===== src/rtl/alu_arbiter.sv =====
// Two-requester round-robin front end for a single shared ALU.
// One operation is in flight at a time. MUL and DIV hold the ALU for MC_WAIT extra cycles.
module alu_arbiter #(
   parameter int MC_WAIT = 1
) (
   input  logic        clock,
   input  logic        reset,

   input  logic        req0_valid,
   output logic        req0_ready,
   input  logic [4:0]  req0_op,
   input  logic [31:0] req0_a,
   input  logic [31:0] req0_b,

   input  logic        req1_valid,
   output logic        req1_ready,
   input  logic [4:0]  req1_op,
   input  logic [31:0] req1_a,
   input  logic [31:0] req1_b,

   output logic [4:0]  alu_control,
   output logic [31:0] alu_data1,
   output logic [31:0] alu_data2,
   input  logic [31:0] alu_result,
   input  logic        alu_zero,

   output logic        rsp_valid,
   input  logic        rsp_ready,
   output logic        rsp_id,
   output logic [31:0] rsp_result,
   output logic        rsp_zero,
   output logic        rsp_err
);

   localparam logic [1:0] IDLE = 2'd0;
   localparam logic [1:0] EXEC = 2'd1;
   localparam logic [1:0] WAIT = 2'd2;
   localparam logic [1:0] RESP = 2'd3;

   localparam logic [4:0] OP_MUL = 5'b01000;
   localparam logic [4:0] OP_DIV = 5'b01001;
   localparam logic [4:0] OP_NOP = 5'b10101;

   localparam logic [3:0] WAIT_LOAD = 4'(MC_WAIT);

   logic [1:0]  state;
   logic [4:0]  lat_op;
   logic [31:0] lat_a;
   logic [31:0] lat_b;
   logic        lat_id;
   logic        last_grant;
   logic [3:0]  wait_cnt;

   logic        grant_any;
   logic        grant_id;
   logic        lat_illegal;
   logic        lat_muldiv;
   logic        alu_drive;

   // Grant is a pure function of IDLE and the valids, so ready rises in the same cycle as valid.
   assign grant_any  = (state == IDLE) && !reset && (req0_valid || req1_valid);
   assign grant_id   = (req0_valid && req1_valid) ? ~last_grant : req1_valid;
   assign req0_ready = grant_any && !grant_id;
   assign req1_ready = grant_any &&  grant_id;

   assign lat_illegal = (lat_op > OP_NOP);
   assign lat_muldiv  = (lat_op == OP_MUL) || (lat_op == OP_DIV);

   // Illegal opcodes never reach the ALU. It sees a NOP with zeroed operands instead.
   assign alu_drive   = ((state == EXEC) || (state == WAIT)) && !lat_illegal;
   assign alu_control = alu_drive ? lat_op : OP_NOP;
   assign alu_data1   = alu_drive ? lat_a  : 32'd0;
   assign alu_data2   = alu_drive ? lat_b  : 32'd0;

   assign rsp_valid = (state == RESP);

   // NOTE: all state here is registered with non-blocking assignments so every
   // branch reads the pre-edge values, independent of statement order.
   always_ff @(posedge clock) begin
      if (reset) begin
         state      <= IDLE;
         lat_op     <= OP_NOP;
         lat_a      <= 32'd0;
         lat_b      <= 32'd0;
         lat_id     <= 1'b0;
         last_grant <= 1'b1;
         wait_cnt   <= 4'd0;
         rsp_id     <= 1'b0;
         rsp_result <= 32'd0;
         rsp_zero   <= 1'b0;
         rsp_err    <= 1'b0;
      end else begin
         case (state)
            IDLE: begin
               if (grant_any) begin
                  lat_op     <= grant_id ? req1_op : req0_op;
                  lat_a      <= grant_id ? req1_a  : req0_a;
                  lat_b      <= grant_id ? req1_b  : req0_b;
                  lat_id     <= grant_id;
                  last_grant <= grant_id;
                  state      <= EXEC;
               end
            end
            EXEC: begin
               if (lat_illegal) begin
                  rsp_id     <= lat_id;
                  rsp_result <= 32'd0;
                  rsp_zero   <= 1'b0;
                  rsp_err    <= 1'b1;
                  state      <= RESP;
               end else if (lat_muldiv) begin
                  wait_cnt <= WAIT_LOAD;
                  state    <= WAIT;
               end else begin
                  rsp_id     <= lat_id;
                  rsp_result <= alu_result;
                  rsp_zero   <= alu_zero;
                  rsp_err    <= 1'b0;
                  state      <= RESP;
               end
            end
            WAIT: begin
               // Counter is loaded with MC_WAIT, so the capture happens on the MC_WAIT-th WAIT cycle.
               if (wait_cnt <= 4'd1) begin
                  wait_cnt   <= 4'd0;
                  rsp_id     <= lat_id;
                  rsp_result <= alu_result;
                  rsp_zero   <= alu_zero;
                  rsp_err    <= 1'b0;
                  state      <= RESP;
               end else begin
                  wait_cnt <= wait_cnt - 4'd1;
               end
            end
            RESP: begin
               if (rsp_ready) begin
                  state <= IDLE;
               end
            end
            default: state <= IDLE;
         endcase
      end
   end

endmodule


===== config.mk =====
export PLATFORM = sky130hd
export DESIGN_NAME = alu_arbiter
export DESIGN_NICKNAME = d
export VERILOG_FILES = /design/src/rtl/alu_arbiter.sv
export SDC_FILE = /design/constraint.sdc
export NUM_CORES = 1
export LEC_CHECK = 0
export ABC_CLOCK_PERIOD_IN_PS = 1800
export CAP_MARGIN = 25
export CORE_MARGIN = 2
export CORE_UTILIZATION = 35
export CTS_BUF_LIST = sky130_fd_sc_hd__clkbuf_2
export DETAILED_ROUTE_END_ITERATION = 7
export HOLD_SLACK_MARGIN = 0.15
export PLACE_DENSITY = 0.78
export REMOVE_ABC_BUFFERS = 1
export SYNTH_ARGS = -nofsm -noshare
export SYNTH_HDL_FRONTEND = slang
export SYNTH_SLANG_ARGS = --single-unit
export TNS_END_PERCENT = 50

===== constraint.sdc =====
create_clock -name clock -period 1.8 [get_ports clock]
set_clock_uncertainty 0.15 [all_clocks]
set_input_delay 0.18 -clock clock [delete_from_list [all_inputs] [get_ports clock]]
set_output_delay 0.18 -clock clock [all_outputs]
set_load 0.01 [all_outputs]

After elaboration in Yosys (flattened, before gate mapping)
Cells that the tools add are included.
W data, S select, Z words.
{ "totals": {"ram_bits": 0, "inputBits": 176, "latchBits": 0, "memories": 0, "reg_bits": 112, "output_inout_bits": 107, "mem_bits_ro": 0, "wordCells": 77} }
{ "classes": {"add_sub_neg": 1, "bitwise": 1, "shifts": 0, "mul": 0, "reduce_logical": 18, "n_div": 0, "n_lt_le_gt_ge": 2, "eq_ne": 11, "n_mux": 33} }
{ "op_table": {"columns": ["op", "n"], "rows": [
  ["$mux W32", 7],
  ["$pmux W32 S2", 1],
  ["$mux W1", 12],
  ["$mux W4", 3],
  ["$eq A5 B4 Y1 const B", 2],
  ["$mux W5", 2],
  ["$reduce_and A3 Y1", 3],
  ["$pmux W2 S4", 1],
  ["$pmux W4 S2", 1],
  ["$logic_and A1 B1 Y1", 6],
  ["$mux W2", 3],
  ["$ne A2 B2 Y1 const B", 3],
  ["$pmux W1 S2", 3],
  ["$gt A5 B5 Y1 const B", 1],
  ["$eq A2 B2 Y1 const B", 2],
  ["$le A4 B1 Y1 const B", 1],
  ["$ne A2 B1 Y1 const B", 2],
  ["$sub A4 B1 Y4 const B", 1],
  ["$logic_not A1 Y1", 3],
  ["$logic_or A1 B1 Y1", 3],
  ["$ne A3 B3 Y1 const B", 1],
  ["$eq A2 B1 Y1 const B", 1],
  ["$logic_not A2 Y1", 1],
  ["$reduce_and A2 Y1", 1],
  ["2 further kinds", 2]
]} }

Depth between registers and ports, before layout
Gate-level depths: netlist of run 1.
{ "depth": {"word_depth": 5, "depth_mapped": 8, "mapped_depth_nobuf": 6} }

Worst setup path after synthesis of run 1
Ideal clock, no wire load.
{ "synth_path": {"path_kind": "reg2reg", "start": "register state[0]", "end": "register lat_b[16]", "path_buffers": 2, "synth_period_minus_slack_ps": 1895, "path_slack_ps": -95, "arrival_time_ps": 1618, "path_stages_with_launch": 9, "setup_ps": 128, "required_time_ps": 1522, "path_cell_list": "dfxtp_1 -> inv_1 -> ha_1 -> nor2b_1 -> and3_1 -> buf_2 -> buf_2 -> a222oi_1 -> nor2_1"} }
{ "synth_via": {"elab_chain_len": 4} }
{ "synth_lines": {"columns": ["element", "line", "text"], "rows": [
  ["from (decl)", "46", "logic [1:0] state;"],
  ["from (signal assigned)", "81", "state <= IDLE;"],
  ["from (signal assigned)", "101", "state <= EXEC;"],
  ["from (signal assigned)", "110", "state <= RESP;"],
  ["$logic_not A2 Y1 (*)", "61, 93", null],
  ["$logic_and A1 B1 Y1 (2 in a row)", "61", "assign grant_any = (state == IDLE) && !reset && (req0_valid || req1_valid);"],
  ["$reduce_and A2 Y1 (no source line) (*)", null, null],
  ["to (signal assigned)", "98", "lat_b <= grant_id ? req1_b : req0_b;"],
  ["to (decl)", "49", "logic [31:0] lat_b;"]
]} }
Every way passes the cells marked *; elsewhere a longest branch is shown, timed or not.
A chain may end at the register's enable or synchronous reset.

Final worst setup path of run 1
{ "layout_path": {"start": "register state[1]", "end": "output port alu_data2[30]"} }
{ "layout_via": {"elab_chain_len": 4, "elab_cells_between_ends": 5, "cone_classes": "2 x eq/ne; 1 x mux; 2 x reduce/logical"} }
{ "layout_lines": {"columns": ["element", "line", "text"], "rows": [
  ["$eq A2 B1 Y1 or $eq A2 B2 Y1 (tied branches)", "70", "assign alu_drive = ((state == EXEC) || (state == WAIT)) && !lat_illegal;"],
  ["$logic_or A1 B1 Y1 (*)", "70", null],
  ["$logic_and A1 B1 Y1 (*)", "70", null],
  ["$mux W32 (*)", "73", "assign alu_data2 = alu_drive ? lat_b : 32'd0;"],
  ["to (decl)", "23", "output logic [31:0] alu_data2,"]
]} }
Marked as above.

==> metrics.txt, run 1 <==
status finished with violations; failing checks design-rule violations, negative setup slack; die width 120 um; internal power 0.00830 W; PwrDens 1220 mW/mm^2; Hold Slack 0.352 ns; area occupied by registers 0.00225 mm^2; cell count after synthesis 478; worst path bufs/invs 5; Synth top area share 0.478; Mapped Avg Cell Area 9.81 um^2; Worst Path Arrival 2.10 ns; final cell count without fillers 1,163; Flop pwr share 0.266; placed cells 922; reg2reg end lat_b[4]; post-DR vias/cell 5.98; Sw Ratio 0.384; placer congestion estimate 0.827; Pre-antenna DRT Iters 8; die area 0.0143 mm^2; WP data required 1.47 ns; DRC Markers 4; total track usage 0.369; setup TNS -70.28 ns; slew margin rel. 0.436; DP Wirelength 12,900 um; drt first-iter violations 951; Post-synth ARST share 0; Crit-path slowest cell dfxtp_2; CP endpoint kind output port; area of the mapped netlist 0.00469 mm^2; initial core utilization 0.356; LEAKAGE 4.57 nW; cells along the critical path inv_2 -> ha_4 -> buf_6 -> buf_12 -> buf_16 -> and3_4 -> buf_6; CTS sink count 112; setup repair after global routing missed its margin yes; max frequency 411 MHz; Synth area leaders dfxtp_1 48%, a222oi_1 14%, and3_1 9.3%; FF-to-FF setup slack -0.53 ns; grt ovf 0; Max Cap Viol 0; Slew @ Worst Pin 0.846 ns; post-synth cell types 38; NetSw 0.00518 W; Main synth FF type dfxtp_1; Core Box Area 0.0132 mm^2; Finish-stage setup viols 216; Worst Hold End rsp_id; Routed WL per cell 25.4 um; Combinational Power Share 0.638; pre-CTS WS -0.351 ns; initial antenna violation count 3; worst hold path depth 2; num ports 283; sequential area share after synthesis 0.478; clock latency on the worst-skew pair 0.68 ns; Yosys Warn Count 0; area of the multi-input gates 0.00254 mm^2; final hold violations 0; fillers 648; crit start category flop; Site Rows 42; first-pass GRT wire length 40,400 um; critical path's largest stage delay 0.42 ns; min Tclk post-route 2.43 ns; Worst Path Max Fanout 6; fraction of layout cells with a size suffix above 1 0.256; DRT Wirelength 29,600 um; most frequent CP cell buf_6; largest net degree at the start of global routing 72; clock power share 0.097; EDFF count, synth 0; Num CTS Buffers 9; reg2reg start state[1]; area leader, netlist dfxtp_1; Post-synth top cells 112 x dfxtp_1, 70 x and3_1, 69 x nor2_1; clock root buffer master clkbuf_2; count leader, synth dfxtp_1; die height 120 um; Final period util 1.35; vias in the first global route 7,181; H-tree depth 3; Setup CP Type flop to output port; CTS Buffer Depth 2; # port buffers 282; Vias 6,952; nets 1,163; final slew viol count 0; maximum vdd drop 0.00103 V; CP top delay family buffers and inverters; Hold Path Origin rsp_id; post-route ant nets 0; Reg2Reg Depth 10; Yosys reg bits 112; worst min path class flop to flop; CTS tree built; Final WS setup -0.634 ns; area grow syn2layout 136%; clk slew on worst S/H paths 0.29 ns
## power groups by stage
stage          logic (W)  clock network (W)  registers (W)
6_report         0.00860            0.00130        0.00358
5_1_grt          0.00885            0.00137        0.00362
4_1_cts          0.00760            0.00128        0.00348
3_5_place_dp     0.00503                  0        0.00350
3_3_place_gp     0.00489                  0        0.00348
2_1_floorplan    0.00205                  0        0.00359
## through the flow
step | cell area [um^2] | power, W | utilization
floorplan | 4450 | 0.00564 | -
global placement | 7870 | 0.00837 | 0.597
detailed placement | 7870 | 0.00853 | 0.597
CTS | 10700 | 0.0124 | 0.811
global route | 11100 | 0.0138 | 0.841
finish | 11100 | 0.0135 | 0.841
## cells by family (layout without fill, tap and decap cells)
kind of cell | Yosys count | in the layout | share of synthesized area
compound gates | 124 | 124 | 0.243
fa+ha+maj | 7 | 7 | 0.0187
buf+inv | 59 | 565 | 0.0581
flops | 112 | 112 | 0.478
mux | 1 | 1 | 0.00213
other cells | 0 | 3 | 0
simple gates | 175 | 175 | 0.200
## sequential cells by signal (all words and copies together), names as in the netlist, 2 cells and up
register    cells
wait_cnt        4
state           2
lat_b          32
rsp_result     32
lat_op          5
lat_a          32
## worst register-to-register path, delay by kind of cell (launching register included)
| kind | cells | cell delay (ns) |
|---|---|---|
| flip-flops | 1 | 0.42 |
| AO/OA/AOI/OAI | 1 | 0.48 |
| buffers and inverters | 5 | 0.59 |
| AND/OR/NAND/NOR | 3 | 0.42 |
| adder cells (fa/ha/maj) | 1 | 0.15 |
## area by class of cell
type | instances | area share
repair buffers | 542 | 0.533
multi-input cells | 307 | 0.230
flip-flops and latches | 112 | 0.203
well taps | 176 | 0.0199
clock inverters | 5 | 0.00654
clock buffers | 10 | 0.00451
inverters | 8 | 0.00271
diodes | 3 | 0.000677
## routing by layer
| layer | share of wire | vias to the layer above | routed length (um) | GRT usage |
|---|---|---|---|---|
| met2 | 0.51 | 555 | 15200 | 0.676 |
| li1 | - | 2887 | - | - |
| met3 | 0.085 | 180 | 2530 | 0.0746 |
| met1 | 0.33 | 3330 | 9780 | 0.388 |
| met4 | 0.072 | 0 | 2120 | 0.216 |
| met5 | 0 | - | 0 | 0 |
## timing repair
| action | CTS | global route |
|---|---|---|
| resized for setup | 407 | 77 |
| endpoints found under the setup margin | 215 | 218 |
| buffers inserted | 21 | 13 |
| hold buffers | 173 | 0 |
| pin swaps | 46 | 48 |
| hold endpoints to repair | 108 | 0 |
| cloned | 22 | 6 |
## cell usage in the layout (no fill, tap or decap), types with 5 or more instances in the layout
cell type / instances
buf_8: 5
buf_6: 60
and3_1: 25
nor2_1: 69
buf_16: 20
clkdlybuf4s50_1: 209
nand2_1: 9
dlygate4sd3_1: 173
and3_4: 45
nand2b_1: 7
dfxtp_2: 6
a22o_1: 33
dfxtp_1: 106
clkbuf_2: 10
clkbuf_16: 5
buf_2: 25
buf_12: 16
buf_4: 29
inv_1: 6
a222oi_1: 66
## how the worst max path moves through the flow
stage | slack, ns | endpoint | start | depth (start not counted)
after CTS | -0.61 | alu_data1[9] | state[1] | 7
after detailed placement | -0.35 | lat_b[24] | req0_valid | 6
after global placement | -0.29 | lat_a[11] | req0_valid | 6
final | -0.63 | alu_data2[30] | state[1] | 7
after global routing | -0.71 | alu_data2[30] | state[1] | 7
after floorplan | -0.96 | lat_a[0] | state[0] | 6
(Power assumes the default switching activity.)
==> run 2: changes to the inputs <==
PLACE_DENSITY = 0.76   (was 0.78)
==> run 2 against run 1 <==
Effect of this change: the flow still finishes with violations (design-rule violations, negative setup slack); hold slack got worse by 0.12 ns; register-to-register slack improved by 0.09 ns; clock-buffer cell count rose by 2; sequential share of layout area rose by 0.28 points; core utilization rose by 0.18 points; total power fell by 3.5%; largest cell class unchanged; highest routed layer unchanged.
==> metrics.txt, run 2 (same netlist as run 1, synthesis figures left out) <==
status finished with violations; failing checks design-rule violations, negative setup slack; clock root buffer master clkbuf_2; DRT Wirelength 28,900 um (-2.3%); Routed WL per cell 24.9 um (-2.1%); clk slew on worst S/H paths 0.31 ns (+0.02 ns); CTS tree built; fraction of layout cells with a size suffix above 1 0.315 (+0.0589); Final WS setup -0.611 ns (+0.0237 ns); Finish-stage setup viols 183 (-15%); die width 120 um (unchanged); setup repair after global routing missed its margin yes; placer congestion estimate 0.830 (+0.40%); # port buffers 282 (unchanged); CP startpoint state[1]; WP data required 1.47 ns (about the same); setup TNS -67.72 ns (+2.56 ns); slew margin rel. 0.677 (+0.241); FF-to-FF setup slack -0.44 ns (+0.09 ns); Num CTS Buffers 9 (unchanged); CTS sink count 112 (unchanged); Pre-antenna DRT Iters 8 (unchanged); reg2reg start lat_op[1]; die height 120 um (unchanged); total track usage 0.381 (+0.0125); final slew viol count 0 (unchanged); nets 1,160 (-0.26%); maximum vdd drop 0.000742 V (-28%); DRC Markers 8 (+4); area grow syn2layout 137%; CP endpoint kind output port; top flop regs lat_a x32, lat_b x32, rsp_result x32; CTS Buffer Depth 2 (unchanged); final hold violations 0 (unchanged); fillers 677 (+4.5%); vias in the first global route 7,408 (+3.2%); crit start category flop; Final period util 1.34 (-0.0132); post-route cell area 0.0111 mm^2 (+0.21%); grt ovf 0 (unchanged); DP Wirelength 13,100 um (+1.6%); first-pass GRT wire length 41,500 um (+2.8%); commonest non-fill, non-tap cell in the layout clkdlybuf4s50_1; max frequency 415 MHz (+0.98%); worst min path class input pin to flop; initial antenna violation count 3 (unchanged); num ports 283 (unchanged); min Tclk post-route 2.41 ns (-0.0237 ns); PwrDens 1170 mW/mm^2 (-3.7%); post-route ant nets 0 (unchanged); Placed Area 0.00791 mm^2 (+0.51%); H-tree depth 3 (unchanged); Setup CP Type flop to output port; Hold Path Origin rsp_ready; Core Box Area 0.0132 mm^2 (unchanged); die area 0.0143 mm^2 (unchanged); Site Rows 42 (unchanged); initial core utilization 0.356 (unchanged); most frequent cells in the layout 174 x clkdlybuf4s50_1, 172 x dlygate4sd3_1, 86 x buf_6, 77 x dfxtp_1, 69 x nor2_1; post-DR vias/cell 5.89 (-1.5%); drt first-iter violations 808 (-15%); total power after layout 0.0130 W (-3.5%); Max Cap Viol 0 (unchanged); Slew @ Worst Pin 0.484 ns (-0.361 ns); Vias 6,827 (-1.8%); clock latency on the worst-skew pair 0.66 ns (-0.02 ns); Worst Path Arrival 2.08 ns (-0.02 ns); Worst Path Max Fanout 7 (+1); largest net degree at the start of global routing 43 (-40%); fin util 0.842 (+0.00180); LEAKAGE 4.63 nW (+1.4%)
[run 2: worst max-delay path: stages (launching register included)]
cell and delay, ns:
dfxtp_2 0.41, inv_2 0.06, ha_4 0.29, buf_6 0.12, buf_12 0.14, buf_6 0.12
and3_4 0.17, buf_6 0.10
[run 2: final timing paths]
| kind | end | depth (start not counted) |
|---|---|---|
| setup / recovery | alu_data2[0] | 7 |
| hold / removal | state[0] | 4 |
| setup reg to reg | rsp_result[29] | 8 |
| hold reg to reg | rsp_id | 2 |
[run 2: final cells by class]
| type | count | area [um^2] | area share |
|---|---|---|---|
| inverter | 8 | 30.0 | 0.00270 |
| sequential | 112 | 2290 | 0.206 |
| clock buffer | 12 | 60.1 | 0.00540 |
| timing repair buffer | 539 | 5780 | 0.520 |
| tap | 176 | 220 | 0.0198 |
| clock inverter | 3 | 67.6 | 0.00608 |
| antenna | 3 | 7.51 | 0.000676 |
| multi-input combinational | 307 | 2660 | 0.240 |
[run 2: per-stage QoR]
step	std cells	hold WS, ns	worst slack, ns
3_5_place_dp	924	0.308	-0.281
2_1_floorplan	427	0.0991	-0.957
3_3_place_gp	924	0.304	-0.236
5_1_grt	1160	0.213	-0.657
4_1_cts	1153	0.199	-0.539
6_report	1160	0.229	-0.611
[run 2: timing repair]
item                                   CTS  global route
setup endpoints to repair              216           183
hold buffers                           172             0
setup buffers                           26             9
pin swaps                               41            60
resized for setup                      546            30
endpoints found under the hold margin  110             0
gates cloned                            16             1
[run 2: metal layers]
metal	GRT usage	vias to the layer above	part of all wire	wire length [um]
met5	0	-	0	0
met4	0.238	0	0.063	1820
met3	0.0860	145	0.079	2290
met2	0.700	492	0.52	15000
met1	0.389	3314	0.34	9840
li1	-	2876	-	-
[run 2: where the power goes]
part,switching [W],internal [W]
sequential,0.000444,0.00318
clock,0.000869,0.000468
combinational,0.00374,0.00430
==> run 3: changes to the inputs <==
TNS_END_PERCENT = default   (was 50)
==> run 3 against run 2 <==
Effect of this change: the flow still finishes with violations (design-rule violations, negative setup slack); sequential cell count did not move; sequential power rose by 2%; design area rose by 6.0%; critical path type unchanged; cell count rose by 2.5%; critical path depth fell by 1; clock power barely moved; clock-buffer cell count did not move; via count rose by 8.5%; die area did not move; global-route usage rose by 1.5 points; combinational power rose by 14%; sequential share of layout area fell by 1.2 points.
==> metrics.txt, run 3 (same netlist as run 1, synthesis figures left out) <==
status finished with violations; failing checks design-rule violations, negative setup slack; CP startpoint lat_op[2]; CTS Buffer Depth 2 (unchanged); Final WS setup -0.705 ns (-0.0938 ns); PwrDens 1210 mW/mm^2 (+3.4%); Vias 7,406 (+8.5%); Num CTS Buffers 9 (unchanged); Worst Path Arrival 2.17 ns (+0.09 ns); clk slew on worst S/H paths 0.36 ns (+0.05 ns); setup repair after global routing missed its margin yes; total track usage 0.396 (+0.0150); Reg2Reg Depth 8 (unchanged); commonest non-fill, non-tap cell in the layout clkdlybuf4s50_1; # port buffers 282 (unchanged); die height 120 um (unchanged); Final period util 1.39 (+0.0521); CTS sink count 112 (unchanged); Site Rows 42 (unchanged); CP endpoint kind output port; Combinational Power Share 0.645 (+0.027); Worst Path Max Fanout 5 (-2); Pre-antenna DRT Iters 8 (unchanged); critical path's largest stage delay 0.42 ns (about the same); clock latency on the worst-skew pair 0.71 ns (+0.05 ns); Max Cap Viol 0 (unchanged); initial core utilization 0.356 (unchanged); drt first-iter violations 1,317 (+63%); slew margin rel. 0.672 (-0.00544); crit start category flop; Hold Slack 0.260 ns (+0.0308 ns); initial antenna violation count 3 (unchanged); LEAKAGE 4.92 nW (+6.2%); worst hold path depth 4 (unchanged); top flop regs lat_a x32, lat_b x32, rsp_result x32; H-tree depth 3 (unchanged); WP data required 1.47 ns (about the same); nets 1,189 (+2.5%); num ports 283 (unchanged); placer congestion estimate 0.830 (unchanged); grt ovf 0 (unchanged); DP Wirelength 13,100 um (unchanged); setup TNS -77.52 ns (-9.80 ns); vias in the first global route 7,513 (+1.4%); most frequent cells in the layout 174 x clkdlybuf4s50_1, 172 x dlygate4sd3_1, 93 x buf_6, 78 x dfxtp_1, 69 x nor2_1; clock power share 0.096 (-0.007); clock root buffer master clkbuf_2; post-DR vias/cell 6.23 (+5.8%); post-route ant nets 0 (unchanged); Slew @ Worst Pin 0.492 ns (+0.00816 ns); min Tclk post-route 2.50 ns (+0.0938 ns); CP top delay family simple AND/OR/NAND/NOR gates; worst path bufs/invs 3 (-2); die area 0.0143 mm^2 (unchanged); DRC Markers 4 (-4); Hold Path Origin rsp_ready; area grow syn2layout 151%; Crit-path slowest cell dfxtp_2; maximum vdd drop 0.000793 V (+6.8%); fraction of layout cells with a size suffix above 1 0.344 (+0.0286); largest net degree at the start of global routing 43 (unchanged); CTS tree built; Sw Ratio 0.402 (+0.0129); fin util 0.893 (+0.0509); Routed WL per cell 28.8 um (+16%); critical path depth 6 (-1); max frequency 399 MHz (-3.7%); NetSw 0.00573 W (+13%); final hold violations 0 (unchanged); first-pass GRT wire length 43,000 um (+3.6%); Flop pwr share 0.259 (-0.020); Finish-stage setup viols 184 (+0.55%); cells along the critical path a21oi_2 -> or2b_4 -> buf_12 -> buf_8 -> and3_4 -> buf_6; DRT Wirelength 34,300 um (+19%); Setup CP Type flop to output port; worst min path class input pin to flop; reg2reg start state[1]; internal power 0.00853 W (+7.3%); Core Box Area 0.0132 mm^2 (unchanged); die width 120 um (unchanged); final slew viol count 0 (unchanged)
run 3: changes by cell type in the layout (fill, tap and decap cells not counted), sizes merged:
cell | previous run | this run
bufbuf | 1 | 0
buf | 155 | 180
clkbuf | 13 | 18
run 3: metal layers:
metal  vias to the layer above  global-route usage  part of all wire
met2                       668               0.725              0.48
li1                       2937                   -                 -
met5                         -                   0                 0
met1                      3549               0.418              0.33
met4                         0               0.218             0.086
met3                       252              0.0894             0.097
run 3: power groups by stage:
stage	sequential, W	clock [W]	combinational [W]
after detailed placement	0.00351	0	0.00510
after global routing	0.00371	0.00144	0.00934
after global placement	0.00349	0	0.00496
final	0.00369	0.00137	0.00920
after CTS	0.00354	0.00131	0.00790
after floorplan	0.00359	0	0.00205
run 3: timing repair:
item                                   CTS  global route
setup endpoints to repair              216           183
buffers inserted                        35            19
pin swaps                               63            97
endpoints found under the hold margin  109             0
gates cloned                            23             9
hold buffers                           172             0
gates resized for setup                568            65
run 3: worst paths after layout:
| check | slack [ns] | end |
|---|---|---|
| hold reg to reg | 0.36 | rsp_result[30] |
| hold / removal | 0.26 | state[1] |
| setup / recovery | -0.70 | alu_data1[0] |
| setup reg to reg | -0.46 | wait_cnt[3] |
run 3: area by class of cell:
cell class / instances / area (um^2)
sequential: 112 / 2290
fill: 534 / 1410
antenna: 3 / 7.51
inverter: 8 / 35.0
clock inverter: 3 / 67.6
tap: 176 / 220
timing repair buffer: 568 / 6350
clock buffer: 12 / 60.1
multi-input combinational: 307 / 2760
run 3: worst min-delay path, delay by kind of cell:
kind | cells | cell delay [ns]
simple gates | 2 | 0.48
compound gates | 1 | 0.07
buf+inv | 1 | 0.41
run 3: stage by stage:
stage               instances  instance area, um^2  setup slack, ns  power, W
global route             1189                11800           -0.738    0.0145
detailed placement        924                 7910           -0.281   0.00862
finish                   1189                11800           -0.705    0.0143
floorplan                 427                 4450           -0.957   0.00564
CTS                      1169                11300           -0.539    0.0127
global placement          924                 7910           -0.236   0.00845
